===== src/rtl/pn_job_arbiter.sv =====
// pn_job_arbiter: round-robin arbiter sharing one PN evaluator among NREQ token streams.
// Optional watchdog on the result wait is enabled by defining PNARB_WATCHDOG_EN.
module pn_job_arbiter #(
    parameter int NREQ    = 2,
    parameter int MAX_TOK = 12,
    parameter int TIMEOUT = 64
) (
    input  logic                                   clk,
    input  logic                                   rst_n,
    input  logic [NREQ-1:0]                        req,
    output logic [NREQ-1:0]                        gnt,
    input  logic [NREQ-1:0]                        tok_valid,
    input  logic [NREQ-1:0]                        tok_last,
    input  logic [2*NREQ-1:0]                      tok_mode,
    input  logic [NREQ-1:0]                        tok_operator,
    input  logic [3*NREQ-1:0]                      tok_in,
    output logic                                   pn_in_valid,
    output logic [1:0]                             pn_mode,
    output logic                                   pn_operator,
    output logic [2:0]                             pn_in,
    input  logic                                   pn_out_valid,
    input  logic signed [31:0]                     pn_out,
    output logic                                   rsp_valid,
    output logic [(NREQ>1?$clog2(NREQ):1)-1:0]     rsp_id,
    output logic signed [31:0]                     rsp_data,
    output logic                                   rsp_last,
    output logic                                   rsp_err
);
    localparam int IDW = (NREQ > 1) ? $clog2(NREQ) : 1;

    typedef enum logic [2:0] {IDLE, ARB, LOAD, WAIT, DRAIN, GAP} state_t;

    state_t             state, state_nx;
    logic [IDW-1:0]     ptr, id, win;
    logic               found;
    logic [3:0]         cnt;
    logic               err, gap, bv, to_p, wd_hit;
    logic signed [31:0] rbuf;
    logic               tv, tl;

    assign tv = tok_valid[id];
    assign tl = tok_last[id];

`ifdef PNARB_WATCHDOG_EN
    localparam int WDW = $clog2(TIMEOUT + 1);
    logic [WDW-1:0] wd;

    assign wd_hit = (state == WAIT) && !pn_out_valid && (wd == WDW'(TIMEOUT - 1));

    // Watchdog: held at zero until the job enters WAIT, then counts silent cycles.
    always_ff @(posedge clk or negedge rst_n) begin
        if (!rst_n)
            wd <= '0;
        else if (state != WAIT)
            wd <= '0;
        else if (!pn_out_valid)
            wd <= wd + 1'b1;
    end
`else
    logic unused_timeout;
    assign unused_timeout = (TIMEOUT > 0);
    assign wd_hit = 1'b0;
`endif

    // Round-robin search starting at ptr; first requester found wins.
    always_comb begin
        found = 1'b0;
        win   = '0;
        for (int i = 0; i < NREQ; i++) begin
            if (!found && req[(int'(ptr) + i) % NREQ]) begin
                found = 1'b1;
                win   = IDW'((int'(ptr) + i) % NREQ);
            end
        end
    end

    // State register.
    always_ff @(posedge clk or negedge rst_n) begin
        if (!rst_n)
            state <= IDLE;
        else
            state <= state_nx;
    end

    // Next-state logic for the job sequence.
    always_comb begin
        state_nx = state;
        case (state)
            IDLE:    state_nx = |req ? ARB : IDLE;
            ARB:     state_nx = found ? LOAD : IDLE;
            LOAD:    state_nx = (tv && tl) ? WAIT : LOAD;
            WAIT:    state_nx = pn_out_valid ? DRAIN : (wd_hit ? GAP : WAIT);
            DRAIN:   state_nx = pn_out_valid ? DRAIN : GAP;
            GAP:     state_nx = gap ? IDLE : GAP;
            default: state_nx = IDLE;
        endcase
    end

    // Grant, token forwarding and result buffering.
    always_ff @(posedge clk or negedge rst_n) begin
        if (!rst_n) begin
            gnt         <= '0;
            ptr         <= '0;
            id          <= '0;
            cnt         <= '0;
            err         <= 1'b0;
            gap         <= 1'b0;
            bv          <= 1'b0;
            to_p        <= 1'b0;
            rbuf        <= '0;
            pn_in_valid <= 1'b0;
            pn_mode     <= '0;
            pn_operator <= 1'b0;
            pn_in       <= '0;
        end else begin
            pn_in_valid <= 1'b0;
            to_p        <= wd_hit;
            gap         <= (state == GAP) && !gap;
            case (state)
                ARB: begin
                    cnt <= '0;
                    err <= 1'b0;
                    if (found) begin
                        gnt <= NREQ'(1) << win;
                        id  <= win;
                        ptr <= (win == IDW'(NREQ - 1)) ? '0 : win + 1'b1;
                    end
                end
                LOAD: begin
                    if (tv) begin
                        if (cnt < 4'(MAX_TOK)) begin
                            pn_in_valid <= 1'b1;
                            pn_operator <= tok_operator[id];
                            pn_in       <= tok_in[int'(id)*3 +: 3];
                            cnt         <= cnt + 1'b1;
                            if (cnt == '0)
                                pn_mode <= tok_mode[int'(id)*2 +: 2];
                        end else begin
                            err <= 1'b1;
                        end
                        if (tl)
                            gnt <= '0;
                    end
                end
                WAIT: begin
                    bv   <= pn_out_valid;
                    rbuf <= pn_out_valid ? pn_out : '0;
                end
                DRAIN: begin
                    bv   <= pn_out_valid;
                    rbuf <= pn_out_valid ? pn_out : '0;
                end
                GAP: begin
                    bv <= 1'b0;
                    if (gap)
                        err <= 1'b0;
                end
                default: bv <= 1'b0;
            endcase
        end
    end

    // A buffered result is the last one when the PN burst has just ended.
    assign rsp_valid = bv | to_p;
    assign rsp_data  = bv ? rbuf : '0;
    assign rsp_id    = rsp_valid ? id : '0;
    assign rsp_last  = to_p | (bv & ~pn_out_valid);
    assign rsp_err   = to_p | (bv & ~pn_out_valid & err);

endmodule


===== config.mk =====
export PLATFORM = sky130hd
export DESIGN_NAME = pn_job_arbiter
export DESIGN_NICKNAME = d
export VERILOG_FILES = /design/src/rtl/pn_job_arbiter.sv
export SDC_FILE = /design/constraint.sdc
export NUM_CORES = 1
export LEC_CHECK = 0
export CAP_MARGIN = 20
export CORE_UTILIZATION = 30
export DETAILED_ROUTE_END_ITERATION = 12
export GPL_ROUTABILITY_DRIVEN = 0
export GPL_TIMING_DRIVEN = 0
export PLACE_DENSITY = 0.64
export SLEW_MARGIN = 20
export SYNTH_ARGS = -nofsm -noshare
export SYNTH_HDL_FRONTEND = slang
export SYNTH_SLANG_ARGS = --single-unit

===== constraint.sdc =====
create_clock -name clk -period 1.65 [get_ports clk]
set_input_delay 0.165 -clock clk [delete_from_list [all_inputs] [get_ports clk]]
set_output_delay 0.165 -clock clk [all_outputs]
set_load 0.005 [all_outputs]

Yosys cells after proc, flatten, opt, wreduce, memory -nomap -nowiden
Cells that the tools add are included.
{"block": "op_classes", "bitwise_logic": 4, "n_addsub": 3, "n_mux": 41, "shift": 3, "multipliers": 1, "n_eq_ne": 11, "reduce_logical": 18, "order_cmp": 4}
{"operator": "two-way mux 32 bit", "count": 2}
{"operator": "two-way mux 1 bit", "count": 26}
{"operator": "one-hot mux 3 bit (6 select lines)", "count": 1}
{"operator": "inequality test 2 bit, second input constant", "count": 6}
{"operator": "AND reduction 4 bit", "count": 3}
{"operator": "two-way mux 2 bit", "count": 4}
{"operator": "two-way mux 4 bit", "count": 2}
{"operator": "one-hot mux 4 bit (2 select lines)", "count": 1}
{"operator": "== test 3 x 2 -> 1 bit, second input constant", "count": 2}
{"operator": "== test 3 bit, second input constant", "count": 2}
{"operator": "two-way mux 3 bit", "count": 2}
{"operator": "AND reduction 3 bit", "count": 2}
{"operator": "OR reduction 2 bit", "count": 3}
{"operator": "indexed part select 6 x 4 -> 3 bit", "count": 1}
{"operator": "adder 4 x 1 -> 4 bit, second input constant", "count": 1}
{"operator": "logical NOT 4 bit", "count": 1}
{"operator": "< comparator 1 x 2 -> 1 bit, second input constant", "count": 2}
{"operator": "< comparator 4 bit, second input constant", "count": 1}
{"operator": "one-hot mux 2 bit (2 select lines)", "count": 1}
{"operator": "indexed part select 4 x 3 -> 2 bit", "count": 1}
{"operator": "== test 3 x 1 -> 1 bit, second input constant", "count": 1}
{"operator": "logical AND 1 bit", "count": 3}
{"operator": "logical NOT 3 bit", "count": 1}
{"operator": "< comparator 2 x 3 -> 1 bit, second input constant", "count": 1}
{"operator": "12 further kinds", "count": 15}
{"block": "totals", "regBits": 53, "in_bits": 53, "output_inout_bits": 45, "elab_cells": 98}

Depth between registers and ports, before layout
{"block": "logic_depth", "depth_word": 10, "ltp_mapped": 5, "mapped_depth_nobuf": 4}

Worst setup path before layout
Ideal clock, no wire load.
{"block": "synth_timing", "path_type": "reg2reg", "from": "register id", "to": "register cnt[1]", "t_arrival_ps": 1290, "path_slack_ps": 235, "path_buffers": 1, "setup_time_ps": 125, "stages_incl_launch_ff": 5, "period_less_slack_ps": 1415, "required_time_ps": 1525, "path_cell_list": "dfrtp_1 buf_4 mux2_4 nand3_2 mux2_2"}
{"block": "synth_via", "elab_chain_cells": 4}
{"item": "start: declaration", "line_no": "34", "source": "logic [IDW-1:0] ptr, id, win;"}
{"item": "start signal: assignment", "line_no": "125", "source": "id <= win;"}
{"item": "two-way mux 1 bit (implied by the code) (2 in a row)", "line_no": "41", "source": "assign tv = tok_valid[id];"}
{"item": "inequality test 2 bit (no line)"}
{"item": "AND reduction 3 bit (no line)"}
{"item": "end signal: assignment", "line_no": "135", "source": "cnt <= cnt + 1'b1;"}
{"item": "end: declaration", "line_no": "36", "source": "logic [3:0] cnt;"}
Every way passes these cells. The select of a mux whose other input is x is not followed.
A chain may end at the register's enable or synchronous reset.

Worst setup path after layout
{"block": "layout_timing", "from": "register bv", "to": "output rsp_data[0]"}
{"block": "layout_via", "elab_chain_cells": 1}
{"item": "start: declaration", "line_no": "37", "source": "logic err, gap, bv, to_p, wd_hit;"}
{"item": "start signal: assignment", "line_no": "146", "source": "bv <= pn_out_valid;"}
{"item": "start signal: assignment", "line_no": "150", "source": "bv <= pn_out_valid;"}
{"item": "two-way mux 32 bit", "line_no": "165", "source": "assign rsp_data = bv ? rbuf : '0;"}
{"item": "end: declaration", "line_no": "25", "source": "output logic signed [31:0] rsp_data,"}
Every way passes these cells.

==> run_results.csv <==
group,metric,value,unit
status,outcome,"finished, violations left",
status,violations,"design-rule violations, negative setup slack",
sta,fmax,603,MHz
grt,grtUsageTotal,13.4,%
run,drv_cap,0,
pwr,p_leak,2.10,nW
layout,layout_commonest_cell,"clkdlybuf4s50_1",
synthesis,syn_area_per_cell,10.2,um^2
floorplanning,io_pins,98,
sta,rsz0062_at_grt,"true",
clocking,clkLatencyLatePin,0.29,ns
place,placedCellCount,475,
layout,final_util,45.3,%
sta,finalSetupTns,-0.00824,ns
worst_setup_path,cp_cell_sequence,"buf_4 -> and2_1 -> clkdlybuf4s50_1",
layout,final_cell_count_no_fill,487,
sta,slew_headroom,54.8,%
layout,final_cell_mix,"clkdlybuf4s50_1 (61), dfrtp_1 (52), nand2_1 (39), inv_1 (38), and2_1 (34)",
synthesis,ys.flop_type,"dfrtp_1",
place,numPortBuffers,96,
synthesis,yosysWarnings,0,
worst_setup_path,end_kind,"output port",
layout,nFillCells,874,
clocking,numCtsBuffers,5,
clocking,clockBufferDepth,2,
floorplanning,dieArea,9570,um^2
routing,drtIter0Drc,58,
sta,tightest_slew,0.678,ns
routing,antenna_left,0,
routing,viasPerCell,4.49,
layout,stdcell_area,3990,um^2
synthesis,yosysTopAreaCellShare,48.2,%
worst_setup_path,cp_top_family,"buffers and inverters",
worst_setup_path,cp.required,1.48,ns
synthesis,yosysUniqueCellTypes,40,
grt,grt_pass1_wl,10500,um
synthesis,synth_area,2750,um^2
worst_setup_path,crit_path_max_fanout,6,
clocking,cts_tree,"yes",
layout,syn_to_final_growth,44.9,%
sta,setup_ws,-0.00824,ns
clocking,cts.htree.levels,2,
layout,fin_nets,434,
sta,fin_crit_sh,100,%
worst_setup_path,path_class,"reg -> out",
clocking,cts_root_buf,"clkbuf_8",
synthesis,async_flop_share,100,%
routing,vias,2188,
synthesis,yosys-top-cells-area,"dfrtp_1 (48%), mux2i_1 (12%), and2_1 (7.7%), mux2_2 (5.7%), nand2_1 (5.3%)",
synthesis,ys_ff_latch,53,
routing,wl,6060,um
worst_setup_path,cp_slowest_cell,"clkdlybuf4s50_1",
synthesis,synth_edf_count,0,
floorplanning,die_y,97.8,um
worst_setup_path,worst-path-buf-inv,2,
pwr,ir_worst_vdd,0.619,mV
floorplanning,start_util,31.3,%
sta,holdWs,0.329,ns
grt,grt_pass1_vias,2287,
place,place_area,3850,um^2
place,dpl.hpwl,4340,um
synthesis,ys_seq_area_share,48.2,%
layout,num_antenna_cells,0,
clocking,path_clk_slew,0.09,ns
worst_setup_path,arrival,1.49,ns
synthesis,netlist_instances,271,
sta,setup_viol,1,
place,pre_cts_ws,-0.0845,ns
layout,drive_gt1_share,12.1,%
sta,worst_clock_skew,0.00229,ns
floorplanning,die_w,97.8,um
synthesis,synth_top_area_cell,"dfrtp_1",
floorplanning,core_area,8810,um^2
synthesis,syn_nets,326,
sta,fin_crit,1.66,ns
sta,final-max-slew-violation-count,0,
floorplanning,rows,34,
pwr,total_power,5.49,mW
worst_hold_path,worstHoldPathType,"in -> reg",
worst_setup_path,startpoint_type,"flip-flop",
worst_setup_path,cpPeakStageDelay,0.49,ns
routing,dr.pass1.iters,8,
routing,drcViolationCount,16,
grt,grt_overflow,0,
grt,grt_max_degree,54,
pwr,p_per_area,1380,nW/um^2
routing,post_drt_wl_per_cell,12.4,um
clocking,clock-sinks,53,
sta,finalHoldViolCount,0,
grt,grt_antenna_before_repair,0,
[report_power, final]
part | switching [mW] | leakage, nW | internal (mW)
sequential | 0.286 | 0.676 | 1.90
combinational | 1.13 | 1.38 | 1.44
clock | 0.403 | 0.0443 | 0.334
[what timing repair did]
action | CTS | global route
hold endpoints to repair | 53 | 0
hold buffers | 1 | 0
gates cloned | 0 | 0
setup endpoints to repair | 35 | 4
gates resized for setup | 43 | 12
buffers inserted | 1 | 3
[cell usage after synthesis, types with 3 or more instances]
cell	number
mux2i_1	33
nor2b_1	3
mux2_2	14
clkbuf_1	7
nand2b_1	5
dfrtp_1	53
and2_1	34
nand3_1	3
inv_1	38
o21ai_0	4
buf_4	3
buf_6	3
nand2_1	39
[tightest hold or removal path: stages]
cell      delay (ns)
clkbuf_1        0.24
nand2_1         0.12
mux2i_1         0.06
[logic make-up after synthesis]
| kind of cell | synth area share (%) |
|---|---|
| buffers and inverters | 8.36 |
| AND/OR/NAND/NOR | 19.4 |
| flip-flops | 48.2 |
| XOR/XNOR | 0.318 |
| adder cells (fa/ha/maj) | 0.909 |
| AO/OA/AOI/OAI | 4.59 |
| multiplexers | 18.3 |
[state kept, by name (all words and copies together) (netlist names)]
signal       flops
cnt              4
err              1
gap              1
ptr              1
id               1
pn_in_valid      1
pn_operator      1
bv               1
gnt              2
rbuf            32
pn_mode          2
state            3
pn_in            3
[worst paths after layout]
kind,from,endpoint,slack (ns),cells past startpoint
max in group asynchronous,rst_n,bv,0.70,2
worst max register to register,state[2],pn_in[2],0.13,3
min in group asynchronous,rst_n,rbuf[28],0.45,2
worst min-delay path,pn_out_valid,rbuf[1],0.33,3
worst min register to register,gap,gap,0.47,1
worst max-delay path,bv,rsp_data[0],-0.008,3
[metal layers]
layer  GRT usage [%]  part of all wire, %
met1            16.5                   45
met2            23.2                   47
met3            4.29                  7.2
met4            2.80                 0.71
met5               0                    0
[final cells by class]
cell class	count	area (um^2)	share of cell area [%]
sequential	53	1330	33.3
multi-input combinational	166	1200	30.1
timing repair buffer	101	978	24.5
inverter	38	143	3.57
tap	108	135	3.39
buffer	14	121	3.04
clock buffer	7	86.3	2.16
Note: power is estimated with default switching activity, not from simulation.
==> RTL edit 1: new RTL, config.mk and constraints unchanged <==
Change the parameter `NREQ` from 2 to 4.
--- a/src/rtl/pn_job_arbiter.sv
+++ b/src/rtl/pn_job_arbiter.sv
@@ -2,5 +2,5 @@
 // Optional watchdog on the result wait is enabled by defining PNARB_WATCHDOG_EN.
 module pn_job_arbiter #(
-    parameter int NREQ    = 2,
+    parameter int NREQ    = 4,
     parameter int MAX_TOK = 12,
     parameter int TIMEOUT = 64
Interface: changed (8 resized); port bits go from 98 to 119. No check against the original RTL was run, so the function may have changed too.
==> RTL edit 1 against the original RTL <==
  * Highest routed layer unchanged
  * Sequential cell count increased by 4
  * Final cell count increased by 20%
  * Area after synthesis up 6.6%
  * Design area rose by 17%
  * Wire length grew 32%
  * Clock power increased by 67%
  * Setup slack got worse by 0.034 ns
  * Sequential share of layout area fell by 2.5 points
  * Combinational power up 44%
  * Total power rose by 32%
  * Via count rose by 22%
  * Die area up 6.5%
  * The flow finishes with violations (setup timing)
==> RTL edit 1: results (changes against the original RTL) <==
Finish
  • Nets: 528 (+22%)
  • Layout cell share with drive strength beyond 1: 18.2% (+6.1 points)
  • Top Registers: rbuf (32), cnt (4), gnt (4)

GRT
  • Largest net degree at the start of global routing: 56 (+3.7%)
  • Vias in the first global route: 2713 (+19%)
  • First-pass GRT wire length: 12700 µm (+21%)

Yosys
  • Mux share of post-synthesis cell area: 10.6% (-7.7 points)
  • Post-Synth XOR/XNOR Area: 0.298% (-0.020 points)
  • Post-synthesis sequential area ratio: 48.6% (+0.41 points)
  • Largest cells by area after synthesis: dfrtp_1 (49%), o21ai_0 (6.1%), nand3_1 (5.8%), inv_1 (5.1%), nor2_1 (5.1%)
  • Count of cell types in the netlist: 42 (+5.0%)
  • Commonest cells post-synth: dfrtp_1 (57), inv_1 (40), nor2_1 (40), o21ai_0 (36), nand3_1 (34)
  • Post-synthesis adder-cell area fraction: 2.56% (+1.6 points)
  • Synthesized Nets: 385 (+18%)
  • Compound-Gate Fraction of Synth Area: 11.8% (+7.3 points)

Place
  • Post-DP HPWL: 5790 µm (+33%)
  • DP Area: 4330 µm² (+12%)
  • Number of port buffers: 117 (+22%)

Worst setup path
  • Slowest library cell on the worst path: mux4_2
  • Crit Path Max Fanout: 5 (-1)
  • R2R Path End: pn_mode[0]
  • Crit path max-delay family: multiplexers
  • Max incr delay on CP: 0.54 ns (+0.05 ns)
  • Worst Path Arrival: 1.90 ns (+0.41 ns)
  • R2R depth: 5 (+2)

Power and ir drop
  • Leakage: 2.17 nW (+3.0%)

Clock tree
  • Later-pin clock latency in the skew report: 0.33 ns (+0.04 ns)
  • Register clock-pin slew on the reported worst setup and hold paths: 0.07 ns (-0.02 ns)
  • H-tree depth: 3 (+1)

Timing
  • Final Setup Violations: 9 (+8)
  • TNS Setup: -0.180 ns (-0.172 ns)
  • Setup ws final: -0.0427 ns (-0.0345 ns)
  • Slew @ Worst Pin: 0.492 ns (-0.186 ns)

Run status
  • Failing checks: setup timing
  • Status: finished with violations

Min path
  • Min-delay worst type: input pin to asynchronous set/reset pin

Routing
  • Avg WL per Cell: 13.7 µm (+9.8%)
  • Vias/cell: 4.57 (+1.7%)
  • DRT iter0 DRCs: 75 (+29%)
-- RTL edit 1: cell count changes after synthesis, moves of 6 or more --
cell     unedited run  this run
a21oi_1             1         8
a22o_1              0         6
and2_1             34         5
buf_2               1         7
mux2_2             14         4
mux2i_1            33         1
nand2_1            39        11
nand3_1             3        34
nor2_1              2        40
o21ai_0             4        36
-- RTL edit 1: area by class of cell --
| cell class | instances | area [µm²] |
|---|---|---|
| buffer | 16 | 129 |
| clock buffer | 11 | 131 |
| clock inverter | 4 | 45.0 |
| fill | 905 | 4720 |
| inverter | 41 | 159 |
| multi-input combinational | 190 | 1340 |
| sequential | 57 | 1430 |
| tap | 129 | 161 |
| timing repair buffer | 136 | 1250 |
-- RTL edit 1: worst register-to-register path: cells and delay by family (launching register included) --
kind | cells | cell delay [ns]
and+or+nand+nor | 2 | 0.28
muxes | 2 | 0.83
DFF | 1 | 0.34
buffers and inverters | 1 | 0.11
-- RTL edit 1: timing repair --
action / CTS / global route
hold buffers: 1 / 0
pin swaps: 3 / 6
setup buffers: 7 / 10
resized for setup: 58 / 37
setup endpoints to repair: 82 / 53
endpoints found under the hold margin: 57 / 0
-- RTL edit 1: report_power, final --
group / internal, mW / switching (mW)
Combinational: 1.96 / 1.76
Sequential: 2.03 / 0.289
Clock: 0.682 / 0.552
Total: 4.67 / 2.60
-- RTL edit 1: how the worst max path moves through the flow --
| stage | to | from | slack (ns) | cells past startpoint |
|---|---|---|---|---|
| floorplan | pn_in[0] | id[0] | -0.04 | 5 |
| global placement | ptr[0] | rst_n | -1.48 | 1 |
| detailed placement | gnt[2] | req[0] | -0.31 | 7 |
| CTS | pn_mode[0] | id[0] | -0.06 | 5 |
| global route | gnt[2] | ptr[1] | -0.12 | 6 |
| finish | pn_mode[0] | id[0] | -0.04 | 5 |
-- RTL edit 1: per-stage QoR --
step | hold WS, ns | util (%) | instances | total power, mW | worst slack [ns]
after global routing | 0.176 | 49.7 | 584 | 7.86 | -0.120
after CTS | 0.148 | 48.7 | 574 | 7.08 | -0.0578
after global placement | 0.461 | 45.9 | 554 | 5.60 | -1.48
after floorplan | -0.131 | - | 308 | 4.35 | -0.0426
after detailed placement | -0.0312 | 46.2 | 555 | 5.68 | -0.305
final | 0.169 | 49.7 | 584 | 7.27 | -0.0427
-- RTL edit 1: cell families (layout without fill, tap and decap cells) --
group / count (synthesis) / count (layout)
AO/OA/AOI/OAI: 59 / 59
XOR/XNOR: 1 / 1
adder cells (fa/ha/maj): 6 / 6
buffers and inverters: 61 / 208
flip-flops: 57 / 57
multiplexers: 17 / 17
AND/OR/NAND/NOR: 107 / 107
-- RTL edit 1: per-layer routing --
metal,part of all wire (%),global-route usage [%]
met1,43,19.2
met2,52,28.4
met3,3.0,1.94
met4,1.7,7.36
met5,0,0
==> RTL edit 2: new RTL, same settings <==
Without the edit above. Encoding of `state_t`: now one-hot (6 bits for 6 states).
--- a/src/rtl/pn_job_arbiter.sv
+++ b/src/rtl/pn_job_arbiter.sv
@@ -29,5 +29,5 @@
     localparam int IDW = (NREQ > 1) ? $clog2(NREQ) : 1;
 
-    typedef enum logic [2:0] {IDLE, ARB, LOAD, WAIT, DRAIN, GAP} state_t;
+    typedef enum logic [5:0] {IDLE = 6'b000001, ARB = 6'b000010, LOAD = 6'b000100, WAIT = 6'b001000, DRAIN = 6'b010000, GAP = 6'b100000} state_t;
 
     state_t             state, state_nx;
Behaviour: no difference found for any inputs over 4 cycles, from zero or initial values and one cycle with rst_n low; so few cycles prove little.
==> RTL edit 2 against the original RTL <==
  * The run ends with setup timing left
  * Clock skew rose by 0.0085 ns
  * Total power fell by 15%
  * Critical path depth rose by 2
  * Design area rose by 2.6%
  * Sequential share of layout area rose by 1.0 points
  * Maximum frequency fell by 8.6%
  * Worst hold slack got worse by 0.031 ns
  * Count of clock-buffer cells in the layout fell by 2
  * Die area fell by 0.71%
  * Register-to-register slack got worse by 0.29 ns
  * Sequential cell count rose by 3
  * Setup slack got worse by 0.16 ns
  * Wire length rose by 14%
  * Area after synthesis fell by 0.73%
  * Largest power group is now registers
  * Highest routed layer unchanged
==> RTL edit 2: results (changes against the original RTL) <==
Run status
  • Status: finished with violations
  • Failing checks: setup timing

Yosys
  • Mapped Cells: 303 (+12%)
  • Largest cells by area after synthesis: dfrtp_1 (50%), nand2_1 (9.7%), and2_1 (8.0%), o21ai_0 (6.8%), nor2_1 (2.7%)
  • Count of cell types in the netlist: 42 (+5.0%)
  • Commonest cells post-synth: nand2_1 (71), dfrtp_1 (55), o21ai_0 (37), and2_1 (35), nor2_1 (20)

Timing
  • Setup ws final: -0.165 ns (-0.156 ns)
  • TNS Setup: -1.31 ns (-1.31 ns)
  • Clock Skew: 0.0108 ns (+0.00852 ns)
  • Final Setup Violations: 14 (+13)

Worst setup path
  • Slowest library cell on the worst path: or4_4
  • Worst Path Arrival: 2.01 ns (+0.52 ns)

Floorplanning
  • Die Ht: 97.5 µm (-0.36%)

Clock tree
  • Setup bufs post-CTS: 10 (+9)
  • Later-pin clock latency in the skew report: 0.31 ns (+0.02 ns)
  • Post-CTS sizing: 67 (+56%)

Place
  • # placed instances: 507 (+6.7%)
  • DP Area: 3840 µm² (-0.13%)
  • Pre-CTS setup slack: -0.263 ns (-0.179 ns)

GRT
  • Vias in the first global route: 2438 (+6.6%)
  • Largest net degree at the start of global routing: 57 (+5.6%)

Power and ir drop
  • Leakage: 2.01 nW (-4.2%)
  • Tot Pwr: 4.65 mW (-15%)
  • Power Internal: 3.09 mW (-16%)

Routing
  • DRT iter0 DRCs: 59 (+1.7%)
  • Avg WL per Cell: 13.1 µm (+5.6%)
  • Vias/cell: 4.66 (+3.7%)

Finish
  • Number of fill cells: 869 (-0.57%)
  • Layout cell share with drive strength beyond 1: 14.4% (+2.2 points)
  • Top Registers: rbuf (32), state (6), cnt (4)
[RTL edit 2: cell count changes in the layout (fill, tap and decap cells not counted), moves of 3 or more]
cell             change
clkdlybuf4s15_1      -7
nor3_1               +3
nor2_1              +17
buf_4                +3
dlygate4sd2_1       +10
clkbuf_4             +6
mux2i_1             -28
nand2_1             +31
o21ai_0             +31
inv_1               -32
mux2_2              -11
nand2b_1             -4
a21oi_1              +4
[RTL edit 2: per-layer routing]
layer	vias up	part of all wire, %	track usage (%)
met4	0	1.2	3.85
met2	53	49	25.7
met5	-	0	0
met1	1166	46	18.9
met3	7	3.7	2.52
li1	1225	-	-
[RTL edit 2: layout make-up]
type,instances,share of cell area (%)
plain buffers,17,3.09
clock inverters,3,0.550
well taps,108,3.30
clock buffers,5,1.68
multi-input cells,220,30.9
inverters,6,0.550
flip-flops and latches,56,34.3
repair buffers,111,25.6
[RTL edit 2: worst paths after layout]
path | startpoint | to | cells after the start
setup / recovery | state[1] | gnt[0] | 5
hold / removal | pn_out_valid | rbuf[1] | 3
setup reg to reg | state[1] | gnt[0] | 5
hold reg to reg | gap | err | 1
max in group asynchronous | rst_n | bv | 2
min in group asynchronous | rst_n | pn_in_valid | 2
[RTL edit 2: cells by family (layout without fill, tap and decap cells)]
family,after synthesis,in the layout,share of synthesized area [%]
flip-flops,56,56,51.3
buffers and inverters,27,142,4.53
AND/OR/NAND/NOR,146,146,25.1
AO/OA/AOI/OAI,61,61,14.0
XOR/XNOR,2,2,0.641
multiplexers,9,9,3.48
adder cells (fa/ha/maj),2,2,0.915
[RTL edit 2: worst reg2reg max path, stage by stage, from the launching register on]
cell,delay [ns]
dfrtp_1,0.43
or4_4,0.60
buf_6,0.16
or2_4,0.23
a32oi_1,0.19
o2bb2ai_1,0.09
